===== src/rtl/adder_pkg.sv =====
// Shared types and helpers for the sequential adder/subtractor.
//   state_t       : controller states (IDLE accepts work, RUN processes slices)
//   slices(n, k)  : number of k-bit slices needed to cover n bits, ceil(n/k)
package adder_pkg;

  typedef enum logic {
    IDLE = 1'b0,
    RUN  = 1'b1
  } state_t;

  function automatic int slices(input int n, input int k);
    return (n + k - 1) / k;
  endfunction

endpackage


===== src/rtl/addn.sv =====
// Combinational generic N-bit adder, used here as the reusable slice.
// Ports:
//   a, b   in  N  addends
//   sum    out N  a + b, low N bits
//   carry  out 1  carry out of bit N-1
module addn #(
  parameter int N = 4
) (
  input  logic [N-1:0] a,
  input  logic [N-1:0] b,
  output logic [N-1:0] sum,
  output logic         carry
);

  assign {carry, sum} = {1'b0, a} + {1'b0, b};

endmodule


===== src/rtl/seq_addsub_n.sv =====
// Multi-cycle N-bit adder/subtractor. One K-bit slice adder is reused for
// S = ceil(N/K) cycles; operands shift right by K each cycle while the result
// shifts in from the top.
// Ports:
//   clk, rst   in   1  clock (rising edge), synchronous active-high reset
//   start      in   1  request, taken only while ready=1
//   sub        in   1  0: a+b, 1: a-b (sampled with start)
//   a, b       in   N  operands (sampled with start)
//   ready      out  1  idle, able to accept start
//   done       out  1  one-cycle pulse when sum/carry/overflow update
//   sum        out  N  result
//   carry      out  1  add: carry out; sub: not-borrow (a >= b unsigned)
//   overflow   out  1  two's-complement overflow
module seq_addsub_n
  import adder_pkg::*;
#(
  parameter int N = 16,
  parameter int K = 4
) (
  input  logic         clk,
  input  logic         rst,
  input  logic         start,
  input  logic         sub,
  input  logic [N-1:0] a,
  input  logic [N-1:0] b,
  output logic         ready,
  output logic         done,
  output logic [N-1:0] sum,
  output logic         carry,
  output logic         overflow
);

  localparam int S    = slices(N, K);
  localparam int W    = S * K;
  localparam int CW   = $clog2(S + 1);
  // Bit N of the padded result is the true carry when padding exists.
  localparam int CIDX = (N < W) ? N : W - 1;

  state_t        r_state;
  state_t        w_state_next;

  logic [W-1:0]  r_a;
  logic [W-1:0]  r_b;
  logic [W-1:0]  r_res;
  logic          r_c;
  logic [CW-1:0] r_cnt;
  logic          r_sa;
  logic          r_sb;
  logic          r_done;
  logic [N-1:0]  r_sum;
  logic          r_carry;
  logic          r_ovf;

  logic [N-1:0]  w_b_eff;
  logic [K-1:0]  w_add_sum;
  logic          w_add_c;
  logic [K-1:0]  w_cin_sum;
  logic          w_cin_c;
  logic          w_slice_c;
  logic [W-1:0]  w_res_next;
  logic          w_last;
  logic          w_carry_fin;
  logic          w_ovf_fin;

  assign w_b_eff = b ^ {N{sub}};

  addn #(.N(K)) u_slice (
    .a     (r_a[K-1:0]),
    .b     (r_b[K-1:0]),
    .sum   (w_add_sum),
    .carry (w_add_c)
  );

  // Carry-in stage; at most one of the two carries can be set.
  assign {w_cin_c, w_cin_sum} = {1'b0, w_add_sum} + (K+1)'(r_c);
  assign w_slice_c            = w_add_c | w_cin_c;

  assign w_res_next  = (r_res >> K) | (W'(w_cin_sum) << (W - K));
  assign w_last      = (r_cnt == CW'(S - 1));
  assign w_carry_fin = (N < W) ? w_res_next[CIDX] : w_slice_c;
  assign w_ovf_fin   = (r_sa == r_sb) && (w_res_next[N-1] != r_sa);

  always_ff @(posedge clk) begin
    if (rst) r_state <= IDLE;
    else     r_state <= w_state_next;
  end

  always_comb begin
    w_state_next = r_state;
    if (r_state == IDLE) begin
      if (start) w_state_next = RUN;
    end else begin
      if (w_last) w_state_next = IDLE;
    end
  end

  always_comb begin
    ready = (r_state == IDLE);
  end

  always_ff @(posedge clk) begin
    if (rst) begin
      r_cnt   <= '0;
      r_done  <= 1'b0;
      r_sum   <= '0;
      r_carry <= 1'b0;
      r_ovf   <= 1'b0;
    end else begin
      r_done <= 1'b0;
      if (r_state == IDLE) begin
        if (start) begin
          r_a   <= W'(a);
          r_b   <= W'(w_b_eff);
          r_c   <= sub;
          r_cnt <= '0;
          r_sa  <= a[N-1];
          r_sb  <= w_b_eff[N-1];
        end
      end else begin
        r_a   <= r_a >> K;
        r_b   <= r_b >> K;
        r_c   <= w_slice_c;
        r_res <= w_res_next;
        r_cnt <= r_cnt + CW'(1);
        if (w_last) begin
          r_cnt   <= '0;
          r_done  <= 1'b1;
          r_sum   <= w_res_next[N-1:0];
          r_carry <= w_carry_fin;
          r_ovf   <= w_ovf_fin;
        end
      end
    end
  end

  assign done     = r_done;
  assign sum      = r_sum;
  assign carry    = r_carry;
  assign overflow = r_ovf;

endmodule


===== config.mk =====
export PLATFORM = sky130hd
export DESIGN_NAME = seq_addsub_n
export DESIGN_NICKNAME = d
export VERILOG_FILES = /design/src/rtl/adder_pkg.sv /design/src/rtl/addn.sv /design/src/rtl/seq_addsub_n.sv
export SDC_FILE = /design/constraint.sdc
export NUM_CORES = 1
export LEC_CHECK = 0
export ABC_AREA = 1
export CORE_MARGIN = 2
export CORE_UTILIZATION = 55
export CTS_CLUSTER_SIZE = 10
export DETAILED_ROUTE_END_ITERATION = 10
export PLACE_DENSITY = 0.91
export SETUP_SLACK_MARGIN = 0.4
export SLEW_MARGIN = 20
export SYNTH_ARGS = -nofsm -noshare
export SYNTH_HDL_FRONTEND = slang
export SYNTH_SLANG_ARGS = --single-unit

===== constraint.sdc =====
create_clock -name clk -period 4.5 [get_ports clk]
set_input_delay 0.675 -clock clk [delete_from_list [all_inputs] [get_ports clk]]
set_output_delay 0.675 -clock clk [all_outputs]
set_load 0.05 [all_outputs]

* Word-level counts from Yosys, hierarchy flattened
Cells that the tools add are included.
Word-level totals: output and inout bits 20, input port bits 36, flip-flop bits (word level) 74
Cells by class: equality and inequality tests 3, reduce and logical (&&, ||, !) cells 7, mux-type cells 13, bitwise operators 5, $add $sub $neg 3
Operators by type and width (count):
- $mux 16 | 2
- $mux 12 | 2
- $or 12x16->16 | 1
- $xor 16x16->16 | 1
- $mux 3 | 3
- $mux 1 | 6
- $reduce_and 2->1 | 3
- $add 4x1->5 | 1
- $add 4x4->5 | 1
- $add 3x1->3 const B | 1
- $eq 3x2->1 const B | 1
- $reduce_and 3->1 | 1
- $not 1->1 | 2
- $reduce_bool 2->1 | 1
- $reduce_or 2->1 | 1
- $eq 1x1->1 | 1
- $logic_and 1x1->1 | 1
- $ne 1x1->1 | 1
- $or 1x1->1 | 1

* Depth between registers and ports, before layout
word-level depth 5, mapped depth 12

* Modules after synthesis
A second synthesis with hierarchy kept.
Second synthesis, totals: cells, all modules 294, area, all modules 2986.6 um^2
By module, submodules not included:
- seq_addsub_n | times used 1, sequential area each 1871.8 um^2, cells an instance 269, area an instance 2829.0 um^2
- addn | times used 1, sequential area each 0.0 um^2, cells an instance 25, area an instance 157.7 um^2

* Worst setup path after synthesis
Ideal clock, no wire load.
kind input to register, from input start, to register r_a[0], enable pin, stages 2, path slack 1949 ps, arrival 2128 ps, required time 4077 ps, buffers on the path 0, path through nor2_1 nor2_1
Between the ends: word-level cells in the longest chain between the ends 2
RTL lines:
- start: declaration | line seq_addsub_n.sv:22 | input logic start,
- $reduce_bool 2->1 (no line)
- $reduce_and 2->1 (no line)
- end signal: assignment | line seq_addsub_n.sv:112 | r_a <= W'(a);
- end signal: assignment | line seq_addsub_n.sv:120 | r_a <= r_a >> K;
- end: declaration | line seq_addsub_n.sv:42 | logic [W-1:0] r_a;
Every way passes these cells. A chain may end at the register's enable or synchronous reset.

* Final worst setup path
from register r_state, to output ready
Between the ends: word-level cells in the longest chain between the ends 1
RTL lines:
- start: declaration | line seq_addsub_n.sv:39 | state_t r_state;
- start signal: assignment | line seq_addsub_n.sv:85 | else r_state <= w_state_next;
- $not 1->1 (no line)
- end: declaration | line seq_addsub_n.sv:26 | output logic ready,
Every way passes these cells.

==> results.ini <==
[clocking]
cts_setup_buffers = 0
cts_tree = built
cts.repair.resized = 0
clkTransAtPathRegs_ns = 0.07
cts.sinks = 70
htree_num_levels = 3
cts_root_buf = clkbuf_8
insertion_delay_ns = 0.34
cts_buffer_depth = 2
cts_hold_buf = 0
numCtsBuffers = 9

[floorplanning]
boundaryPins = 56
dieHeight_microns = 78.0
rows = 26
start_util_pct = 57.8
fp.coreArea_sq_um = 5200
die_x_microns = 78.0
die_area_sq_um = 6080

[grt]
grt_pass1_vias = 2235
gr-usage-all-layers_pct = 20.4
overflow = 0
grt_max_degree = 50
grt_pass1_wl_mm = 9.56
antenna_found_initial = 0

[yosys]
seq_area_frac_synth_pct = 62.2
ys_seq_elements = 70
synthCells = 297
synth_top_cell_by_area = edfxtp_1
synth-adder-area-share_pct = 3.58
yosys.area_share.simple_pct = 16.9
yosysMostFrequentCell = nand2_1
yosys-top-cells-area = edfxtp_1, dfxtp_1, nand2_1
yosys-top-cells-count = nand2_1, edfxtp_1, nor2_1
synth_enable_flop_cells = 47
synth_flop_cell = edfxtp_1
synth_top_area_share_pct = 46.9
synth_nets = 341
ys_types = 24
synth_compound_area_share_pct = 7.48
ys.warnings.count = 0
synth_top_family_by_area = simple AND/OR/NAND/NOR gates
synth_area_per_cell_sq_um = 10.1
synth_area_sq_um = 3010
muxShareOfSynthArea_pct = 0
async_reset_ff_share_pct = 0
synth-xor-area-share_pct = 4.66

[timing]
relSlewSlack_pct = 36.3
max_freq_mhz = 363
fin_setup_tns_ns = 0
finalSetupViolations = 0
slew_viol_final = 0
tightest_slew_ns = 0.952
hold_violations = 0
min_period_over_period_pct = 61.2
min_period_ns = 2.75
rsz0062_at_grt = no
finalClockSkew_ns = 0.00794
whs_ns = 0.463

[route]
drc = 0
wire_per_inst_microns = 13.5
avgViaCountPerCell = 5.18
drtAntennaViolNets = 0
via_count = 2212
wirelength_mm = 5.77
firstDrtPassIters = 4
drt-initial-drc-count = 206

[power_and_ir_drop]
share_comb_of_total_power_pct = 12.6
p_total_w = 0.00139
p_switching_w = 0.000345
swShare_pct = 24.9
p_per_area_nw_per_um2 = 367
power.leakage_nw = 1.50
internal_power_w = 0.00104
p_clk_share_pct = 33.7
vdd_drop_max_mv = 0.249
seqPwrFrac_pct = 53.7

[critical_path]
cp_num_buf_inv = 3
start_kind = flip-flop
worstSetupPathType = reg2out
cp_cell_sequence = buf_4, inv_2, clkdlybuf4s50_1
critPathArrivalTime_ns = 2.08
cpLargestDelayFamily = buffers and inverters
worstSetupEndpointType = output port
cp_slowest_cell = clkdlybuf4s50_1
crit_fanout = 49
cp.required_ns = 3.83
slowest_delay_ns = 0.87

[placed_design]
portBuffers = 55
hpwl_mm = 3.95
place_congestion = 0.876

[layout]
drive_gt1_share_pct = 7.28
final_nets = 396
syn2layout_area_growth_pct = 25.3
antennaDiodeCount = 0
final_core_util_pct = 72.5

[hold_path]
holdCritPathClass = reg2reg

[run]
maxCapViolations = 0

[outcome]
status = finished, final reports clean

==> sequential cells by signal, indices dropped and copies added, names as in the netlist <==
name and count:
r_sb 1, r_a 16, r_sa 1, r_res 12, carry 1, r_cnt 3, done 1, r_state 1
r_b 16, sum 16, r_c 1, overflow 1
==> path summary, 6_finish.rpt <==
kind / from / end / slack, ns / cells after the start
worst min-delay path: r_cnt[2] / r_cnt[2] / 0.46 / 2
worst max-delay path: r_state / ready / 1.75 / 3
worst max register to register: r_a[0] / r_c / 2.23 / 7
worst min register to register: r_cnt[2] / r_cnt[2] / 0.46 / 2
==> layout by cell type, fill, tap and decap left out, types with 2 or more instances in the layout <==
| cell type | synthesis | routed |
|---|---|---|
| nand2_1 | 64 | 64 |
| clkdlybuf4s50_1 | 0 | 55 |
| edfxtp_1 | 47 | 47 |
| nor2_1 | 45 | 44 |
| o21ai_0 | 34 | 34 |
| dfxtp_1 | 23 | 23 |
| inv_1 | 17 | 17 |
| xnor2_1 | 16 | 16 |
| nand3_1 | 11 | 11 |
| clkbuf_8 | 0 | 9 |
| ha_1 | 7 | 7 |
| a21oi_1 | 5 | 5 |
| nand2_2 | 3 | 3 |
| nor2_2 | 2 | 3 |
| inv_2 | 2 | 2 |
| o21bai_1 | 2 | 2 |
| o21a_1 | 2 | 2 |
| clkbuf_1 | 3 | 2 |
| clkinvlp_4 | 0 | 2 |
| buf_4 | 2 | 2 |
==> worst reg2reg max path, delay by kind of cell, from the launching register on <==
kind / cells / cell delay [ns]
adders and majority gates: 3 / 1.07
and+or+nand+nor: 2 / 0.17
DFF: 1 / 0.40
AOI/OAI and AO/OA: 2 / 0.49
==> stage by stage <==
stage | instances | setup slack [ns] | instance area (sq um)
floorplan | 297 | 1.95 | 3010
global placement | 411 | 2.10 | 3590
detailed placement | 411 | 2.00 | 3590
CTS | 427 | 1.73 | 3770
global route | 427 | 1.66 | 3770
finish | 427 | 1.75 | 3770
==> power by group through the flow <==
stage	clock, W	combinational, W	sequential [W]
global route	0.000501	0.000192	0.000746
floorplan	0	0.000108	0.000757
CTS	0.000477	0.000173	0.000744
global placement	0	0.000163	0.000756
finish	0.000468	0.000174	0.000744
detailed placement	0	0.000172	0.000758
==> logic make-up (layout without fill, tap and decap cells) <==
family          count (synthesis)  in the layout
compound gates                 43             43
simple gates                  127            127
fa+ha+maj                       8              8
flops                          70             70
xor+xnor                       16             16
buf+inv                        33             93
==> routing by layer <==
layer  vias to the layer above  track usage, %  wire [microns]
met5                         -               0               0
met4                         0            11.6             161
met3                        18            5.23             292
met2                        87            35.1            2990
met1                      1021            23.0            2320
li1                       1086               -               -
==> layout make-up <==
cell class	instances	area, sq um
sequential	70	1870
fill	399	1430
clock buffer	12	156
clock inverter	4	28.8
multi-input combinational	194	983
inverter	20	77.6
tap	70	87.6
timing repair buffer	57	566
Note: power is estimated with default switching activity, not from simulation.
